--- config.mk ---
export PLATFORM = sky130hd
export DESIGN_NAME = irq_arbiter
export DESIGN_NICKNAME = d
export VERILOG_FILES = /design/src/rtl/irq_arbiter.sv
export SDC_FILE = /design/constraint.sdc
export NUM_CORES = 1
export LEC_CHECK = 0
export CORE_AREA = 5 5 68 70
export CTS_CLUSTER_SIZE = 8
export DETAILED_ROUTE_END_ITERATION = 8
export DIE_AREA = 0 0 73 75
export PLACE_DENSITY = 0.83
export SLEW_MARGIN = 25
export SYNTH_ARGS = -nofsm -noshare
export SYNTH_HDL_FRONTEND = slang
export SYNTH_SLANG_ARGS = --single-unit
--- constraint.sdc ---
create_clock -name clk -period 2.2 [get_ports clk]
set_clock_uncertainty 0.05 [all_clocks]
set_input_delay 0.55 -clock clk [delete_from_list [all_inputs] [get_ports clk]]
set_output_delay 0.55 -clock clk [all_outputs]
set_load 0.01 [all_outputs]
--- src/rtl/irq_arbiter.sv ---
// Multi-source interrupt arbiter: rising-edge capture into a pending register,
// software mask, fixed lowest-index-wins priority, one-cycle request to the core
// at an instruction boundary, and an EOI handshake that blocks nesting.
module irq_arbiter #(
  parameter int unsigned N_SRC   = 8,
  parameter logic [15:0] SR_BASE = 16'h0020
) (
  input  logic             clk,
  input  logic             rst,
  input  logic [N_SRC-1:0] src,
  input  logic             sr_ie,
  input  logic [15:0]      sr_sel,
  input  logic [15:0]      sr_in,
  output logic [15:0]      sr_out,
  input  logic             irq_en,
  input  logic             boundary,
  output logic             irq_out,
  output logic             busy
);

  typedef enum logic [1:0] {IDLE, REQ, FIRE, SERVICE} state_t;

  localparam logic [N_SRC-1:0] ONE = N_SRC'(1);

  state_t           state, state_nx;
  logic [N_SRC-1:0] src_q;
  logic [N_SRC-1:0] pend;
  logic [N_SRC-1:0] mask;
  logic [N_SRC-1:0] rise;
  logic [N_SRC-1:0] w1c;
  logic [N_SRC-1:0] eligible;
  logic [N_SRC-1:0] win_oh;
  logic [N_SRC-1:0] win_clr;
  logic [3:0]       win_idx;
  logic [3:0]       vec_idx;
  logic             vec_valid;
  logic             irq_q;
  logic             fire;
  logic             wr_mask;
  logic             wr_pend;
  logic             wr_eoi;

  // Register-bus write decode and edge detection.
  always_comb begin
    wr_mask = sr_ie && (sr_sel == SR_BASE);
    wr_pend = sr_ie && (sr_sel == SR_BASE + 16'd1);
    wr_eoi  = sr_ie && (sr_sel == SR_BASE + 16'd3);
    w1c     = wr_pend ? sr_in[N_SRC-1:0] : '0;
    rise    = src & ~src_q;
  end

  // Priority pick: isolate the lowest set eligible bit, then encode it.
  always_comb begin
    eligible = pend & mask;
    win_oh   = eligible & (~eligible + ONE);
    win_idx  = '0;
    for (int unsigned i = 0; i < N_SRC; i++) begin
      if (win_oh[i]) win_idx = 4'(i);
    end
  end

  // Next-state logic; fire marks the REQ->FIRE edge.
  always_comb begin
    state_nx = state;
    fire     = 1'b0;
    case (state)
      IDLE:    if (eligible != '0) state_nx = REQ;
      REQ: begin
        if (eligible == '0) begin
          state_nx = IDLE;
        end else if (irq_en && boundary) begin
          state_nx = FIRE;
          fire     = 1'b1;
        end
      end
      FIRE:    state_nx = SERVICE;
      SERVICE: if (wr_eoi) state_nx = IDLE;
      default: state_nx = IDLE;
    endcase
    // The winner clear is applied before OR-ing in rise, so a same-cycle
    // new edge on the winning line stays pending.
    win_clr = fire ? win_oh : '0;
  end

  // State, request pulse and in-service vector.
  always_ff @(posedge clk or posedge rst) begin
    if (rst) begin
      state     <= IDLE;
      irq_q     <= 1'b0;
      vec_valid <= 1'b0;
      vec_idx   <= '0;
    end else begin
      state <= state_nx;
      irq_q <= fire;
      if (fire) begin
        vec_valid <= 1'b1;
        vec_idx   <= win_idx;
      end else if (state == SERVICE && wr_eoi) begin
        vec_valid <= 1'b0;
      end
    end
  end

  // Edge history, pending capture (set beats clear) and software mask.
  always_ff @(posedge clk or posedge rst) begin
    if (rst) begin
      src_q <= '1;
      pend  <= '0;
      mask  <= '0;
    end else begin
      src_q <= src;
      pend  <= (pend & ~w1c & ~win_clr) | rise;
      if (wr_mask) mask <= sr_in[N_SRC-1:0];
    end
  end

  // Read-data decode; EOI and out-of-range addresses read zero.
  always_comb begin
    sr_out = '0;
    if (sr_sel == SR_BASE)              sr_out = 16'(mask);
    else if (sr_sel == SR_BASE + 16'd1) sr_out = 16'(pend);
    else if (sr_sel == SR_BASE + 16'd2) sr_out = {vec_valid, 11'b0, vec_idx};
  end

  assign irq_out = irq_q;
  assign busy    = (state == FIRE) || (state == SERVICE);

endmodule

=== Yosys cells after proc, flatten, opt, wreduce, memory -nomap -nowiden ===
Cells that the tools add are included.

* Flip-flop bits (word level): 32
* Input port bits: 45
* Output and inout port bits: 18
* Logic and storage cells: 61

* $add $sub $neg: 1
* Eq/ne operators: 10
* Muxes and demuxes: 22
* Bitwise gates (word level): 10
* Reductions and logical operators: 11

{| class="wikitable"
|+ Operator list
! kind !! number
|-
| 16-bit by 6-bit == test with 1-bit output, second input constant || 4
|-
| 16-bit two-way mux || 3
|-
| 8-bit bitwise AND || 5
|-
| 8-bit inverter || 4
|-
| 4-bit two-way mux || 6
|-
| 8-bit two-way mux || 2
|-
| 8-bit by 1-bit adder with 8-bit output, second input constant || 1
|-
| 8-bit zero test || 1
|-
| 2-bit two-way mux || 4
|-
| 8-bit bitwise OR || 1
|-
| 2-bit case mux with 4 select lines || 1
|-
| 8-bit nonzero test || 1
|-
| 1-bit two-way mux || 6
|-
| 1-bit logical AND || 5
|-
| 2-bit == test, second input constant || 2
|-
| 2-bit inequality test, second input constant || 2
|-
| 3-bit inequality test, second input constant || 1
|-
| 3-bit AND reduction || 1
|-
| 2-bit by 1-bit == test with 1-bit output, second input constant || 1
|-
| 2-bit zero test || 1
|-
| 2-bit nonzero test || 1
|-
| 1-bit logical OR || 1
|}

=== Logic depth before layout (Yosys ltp) ===
* Depth after elaboration: 11
* Mapped depth: 6
* Depth with buffers taken out: 6

=== Worst setup path after synthesis ===
OpenSTA, ideal clock, no wires.

* Kind: input to register
* Start point: input port sr_sel[6]
* End point: register mask[1]
* Setup time: 0.125 ns
* Arrival time: 1.881 ns
* Required time: 2.025 ns
* Path slack: 0.144 ns
* Cell stages on the path: 4
* Buffers on the path: 0
* Path through: nor4_4 -> nand4_4 -> nor4b_4 -> mux2_2

* Longest elaborated chain between the ends: 2

{| class="wikitable"
|+ Ends and longest elaborated chain
! item !! line !! RTL
|-
| from (decl) || 12 || <nowiki>input logic [15:0] sr_sel,</nowiki>
|-
| 16-bit by 6-bit == test with 1-bit output || 45 || <nowiki>wr_mask = sr_ie && (sr_sel == SR_BASE);</nowiki>
|-
| 1-bit logical AND || 45 ||
|-
| to (signal assigned) || 113 || <nowiki>if (wr_mask) mask <= sr_in[N_SRC-1:0];</nowiki>
|-
| to (decl) || 28 || <nowiki>logic [N_SRC-1:0] mask;</nowiki>
|}

Every way passes these cells.
A chain may end at the register's enable or synchronous reset.

=== Worst setup path in the final report ===
* Start point: input port sr_sel[7]
* End point: output port sr_out[3]

* Longest elaborated chain between the ends: 4
* Elaborated cells on any way between the ends: 6
* Classes of those cells: 3 x eq/ne; 3 x mux

{| class="wikitable"
|+ Ends and longest elaborated chain
! item !! line !! RTL
|-
| 16-bit by 6-bit == test with 1-bit output || 122 || <nowiki>else if (sr_sel == SR_BASE + 16'd2) sr_out = {vec_valid, 11'b0, vec_idx};</nowiki>
|-
| 16-bit two-way mux || 122 ||
|-
| 16-bit two-way mux || 121 || <nowiki>else if (sr_sel == SR_BASE + 16'd1) sr_out = 16'(pend);</nowiki>
|-
| 16-bit two-way mux (*) || 120 || <nowiki>if (sr_sel == SR_BASE) sr_out = 16'(mask);</nowiki>
|-
| to (decl) || 14 || <nowiki>output logic [15:0] sr_out,</nowiki>
|}

Every way passes the cells marked *; elsewhere a longest branch is shown, timed or not.

==> summary.md <==
| Metric | Value |
|---|---|
| CORE AREA | `3910 sq um` |
| Commonest non-fill, non-tap cell in the layout | `dfrtp_1` |
| Drt drc | `0` |
| Grt ovf | `0` |
| Synth Register Bits | `31` |
| Post-synthesis cell type count | `34` |
| Post-Synthesis Cells | `162` |
| Crit path max fanout | `5` |
| Iter 0 DRT Violations | `70` |
| Endpoints failing setup | `0` |
| Slew Viols, Final | `0` |
| GPL Wtd Cong | `~0.84` |
| Starting Density | `0.424` |
| Synth Flop Type | `dfrtp_1` |
| Drt first pass iters | `5` |
| WL final | `approximately 4500 um` |
| Crit-path max cell delay | `0.26 ns` |
| Period utilisation layout | `0.974` |
| CTS tree | `built` |
| Synth Cell Area | `1660 sq um` |
| Via count | `1507` |
| Layout area overhead | `44.6%` |
| Worst EP arrival | `1.54 ns` |
| Max Root-Sink Buffers | `2` |
| Number of diodes | `0` |
| First-pass GRT wire length | `7350 um` |
| WL/cell | `around 16 um` |
| WS Path Type | `input port to output port` |
| Initial antenna violation count | `0` |
| Die Span Y | `roughly 75 um` |
| Total power | `~1.2 mW` |
| FF-to-FF path depth | `7` |
| RSZ-0062 raised after global routing | `true` |
| Reg2reg start | `pend[1]` |
| Post-synth EDFFs | `0` |
| Req. time, crit path | `1.60 ns` |
| Clock Latency Late Sink | `0.28 ns` |
| CP endpoint kind | `output port` |
| Status | `finished, final reports clean` |
| Hold Crit Start | `vec_valid` |
| Seq/Total Area, Yosys | `0.474` |
| Most used cell, CP | `buf_6` |
| Global-route total usage across every layer | `0.176` |
| Crit-path cells | `dlygate4sd2_1 -> nor3_2 -> nand4_1 -> buf_6 -> nor2_4 -> buf_6` |
| Final Cell Area | `2400 sq um` |
| Clk slew on worst S/H paths | `around 0.06 ns` |
| Clock Sinks | `31` |
| Pleak | `1.10 nW` |
| Pwr dens | `506 nW/um^2` |
| VDD IR max | `0.000442 V` |
| Most frequent cells in the layout | `23 x dfrtp_1, 22 x clkdlybuf4s50_1, 19 x buf_4` |
| Die area | `roughly 5500 sq um` |
| H-tree Lvls | `2` |
| Final hold vios | `0` |
| Largest net degree at the start of global routing | `32` |
| Port bufs | `47` |
| YS warnings | `0` |
| Fmax | `467 MHz` |
| Share of layout cells above drive strength 1 | `0.358` |
| CTS Buf Count | `5` |
| Detailed Place HPWL | `3260 um` |
| Placed cell area | `2280 sq um` |
| DRT antenna net count | `0` |
| Hold depth | `2` |
| CP Launch Type | `input port` |
| Die width | `between 70 and 80 um` |
| Maxcap violations | `0` |
| Root buf cell | `clkbuf_8` |
| Slowest cell on the critical path | `dlygate4sd2_1` |
| Row count | `23` |
| Vias per inst | `5.34` |
| Min Tclk post-route | `approximately 2.1 ns` |
| Nets | `276` |
| Syn avg cell area | `10.2 sq um` |
| I/O Pins | `63` |
| Ys async rst share | `1.00` |
| Hold WC Path Type | `flip-flop to flip-flop` |
| Hold-fix buffers, CTS | `0` |
| Via count of the first global-routing pass | `1545` |
| Worst Setup SP | `sr_sel[7]` |
[cell type report]
| cell class | count | area (sq um) |
|---|---|---|
| inverter | 11 | 41.3 |
| timing repair buffer | 69 | 576 |
| sequential | 31 | 786 |
| multi-input combinational | 113 | 835 |
| fill | 338 | 1510 |
| tap | 50 | 62.6 |
| clock buffer | 8 | 100 |
[routing by layer]
metal	vias to the layer above	global-route usage	routed length, um
li1	708	-	-
met1	720	0.223	1910
met2	71	0.290	2160
met3	8	0.0494	330
met4	0	0.0574	80
met5	-	0	0
[Yosys cell counts (2+ instances only)]
master | instances | area [sq um]
dfrtp_1 | 23 | 576
nand2_1 | 16 | 60.1
nor2_1 | 14 | 52.6
nand3_1 | 12 | 60.1
inv_1 | 11 | 41.3
dfstp_2 | 8 | 210
mux2i_1 | 8 | 80.1
a21oi_1 | 7 | 35.0
buf_4 | 7 | 52.6
mux2_2 | 6 | 67.6
o21ai_0 | 6 | 30.0
a32o_1 | 5 | 50.1
clkbuf_1 | 5 | 18.8
nand4_1 | 4 | 25.0
nor2b_1 | 4 | 25.0
a22oi_1 | 2 | 15.0
a31o_2 | 2 | 17.5
and4_1 | 2 | 17.5
mux2_1 | 2 | 22.5
nor4_4 | 2 | 42.5
nor4b_4 | 2 | 47.6
o22ai_1 | 2 | 12.5
[registers in the layout (all words and copies together) (netlist names), named ones only]
signal	flops
vec_valid	1
irq_out	1
vec_idx	3
mask	8
src_q	8
pend	8
state	1
[what timing repair did]
action / in CTS / in global routing
pin swaps: 13 / 6
buffers inserted: 2 / 1
resized for setup: 88 / 21
setup endpoints to repair: 17 / 17
[metrics by stage]
| stage | hold WS (ns) | cells | setup WS, ns | util | setup TNS (ns) |
|---|---|---|---|---|---|
| after global routing | 0.519 | 282 | -0.0117 | 0.613 | -0.0117 |
| after detailed placement | 0.445 | 271 | -0.762 | 0.583 | -11.24 |
| after CTS | 0.460 | 281 | 0.00125 | 0.610 | 0 |
| after global placement | 0.438 | 271 | -0.718 | 0.583 | -10.02 |
| after floorplan | 0.420 | 168 | 0.144 | - | 0 |
| final | 0.485 | 282 | 0.0582 | 0.613 | 0 |
[cell families (layout without fill, tap and decap cells)]
kind of cell,count (synthesis),count (layout),share of synthesized area
and+or+nand+nor,62,62,0.234
AOI/OAI and AO/OA,28,28,0.117
buffers and inverters,24,88,0.0709
DFF,31,31,0.474
muxes,16,16,0.103
other,1,7,0.00226
[final timing paths]
kind | to | slack, ns
min in group asynchronous | mask[4] | 0.59
worst max register to register | vec_idx[1] | 0.29
max in group asynchronous | src_q[2] | 1.18
worst min register to register | vec_valid | 0.49
worst min-delay path | vec_valid | 0.49
worst max-delay path | sr_out[3] | 0.06
[power breakdown]
part	switching (mW)	internal [mW]
clock network	0.201	0.285
registers	0.00225	0.584
logic	0.0660	0.0779
total	0.269	0.947
[worst max-delay path: cells and delay by family]
kind                   cells  cell delay (ns)
buffers and inverters      3             0.54
and+or+nand+nor            3             0.45
(Power assumes the default switching activity.)
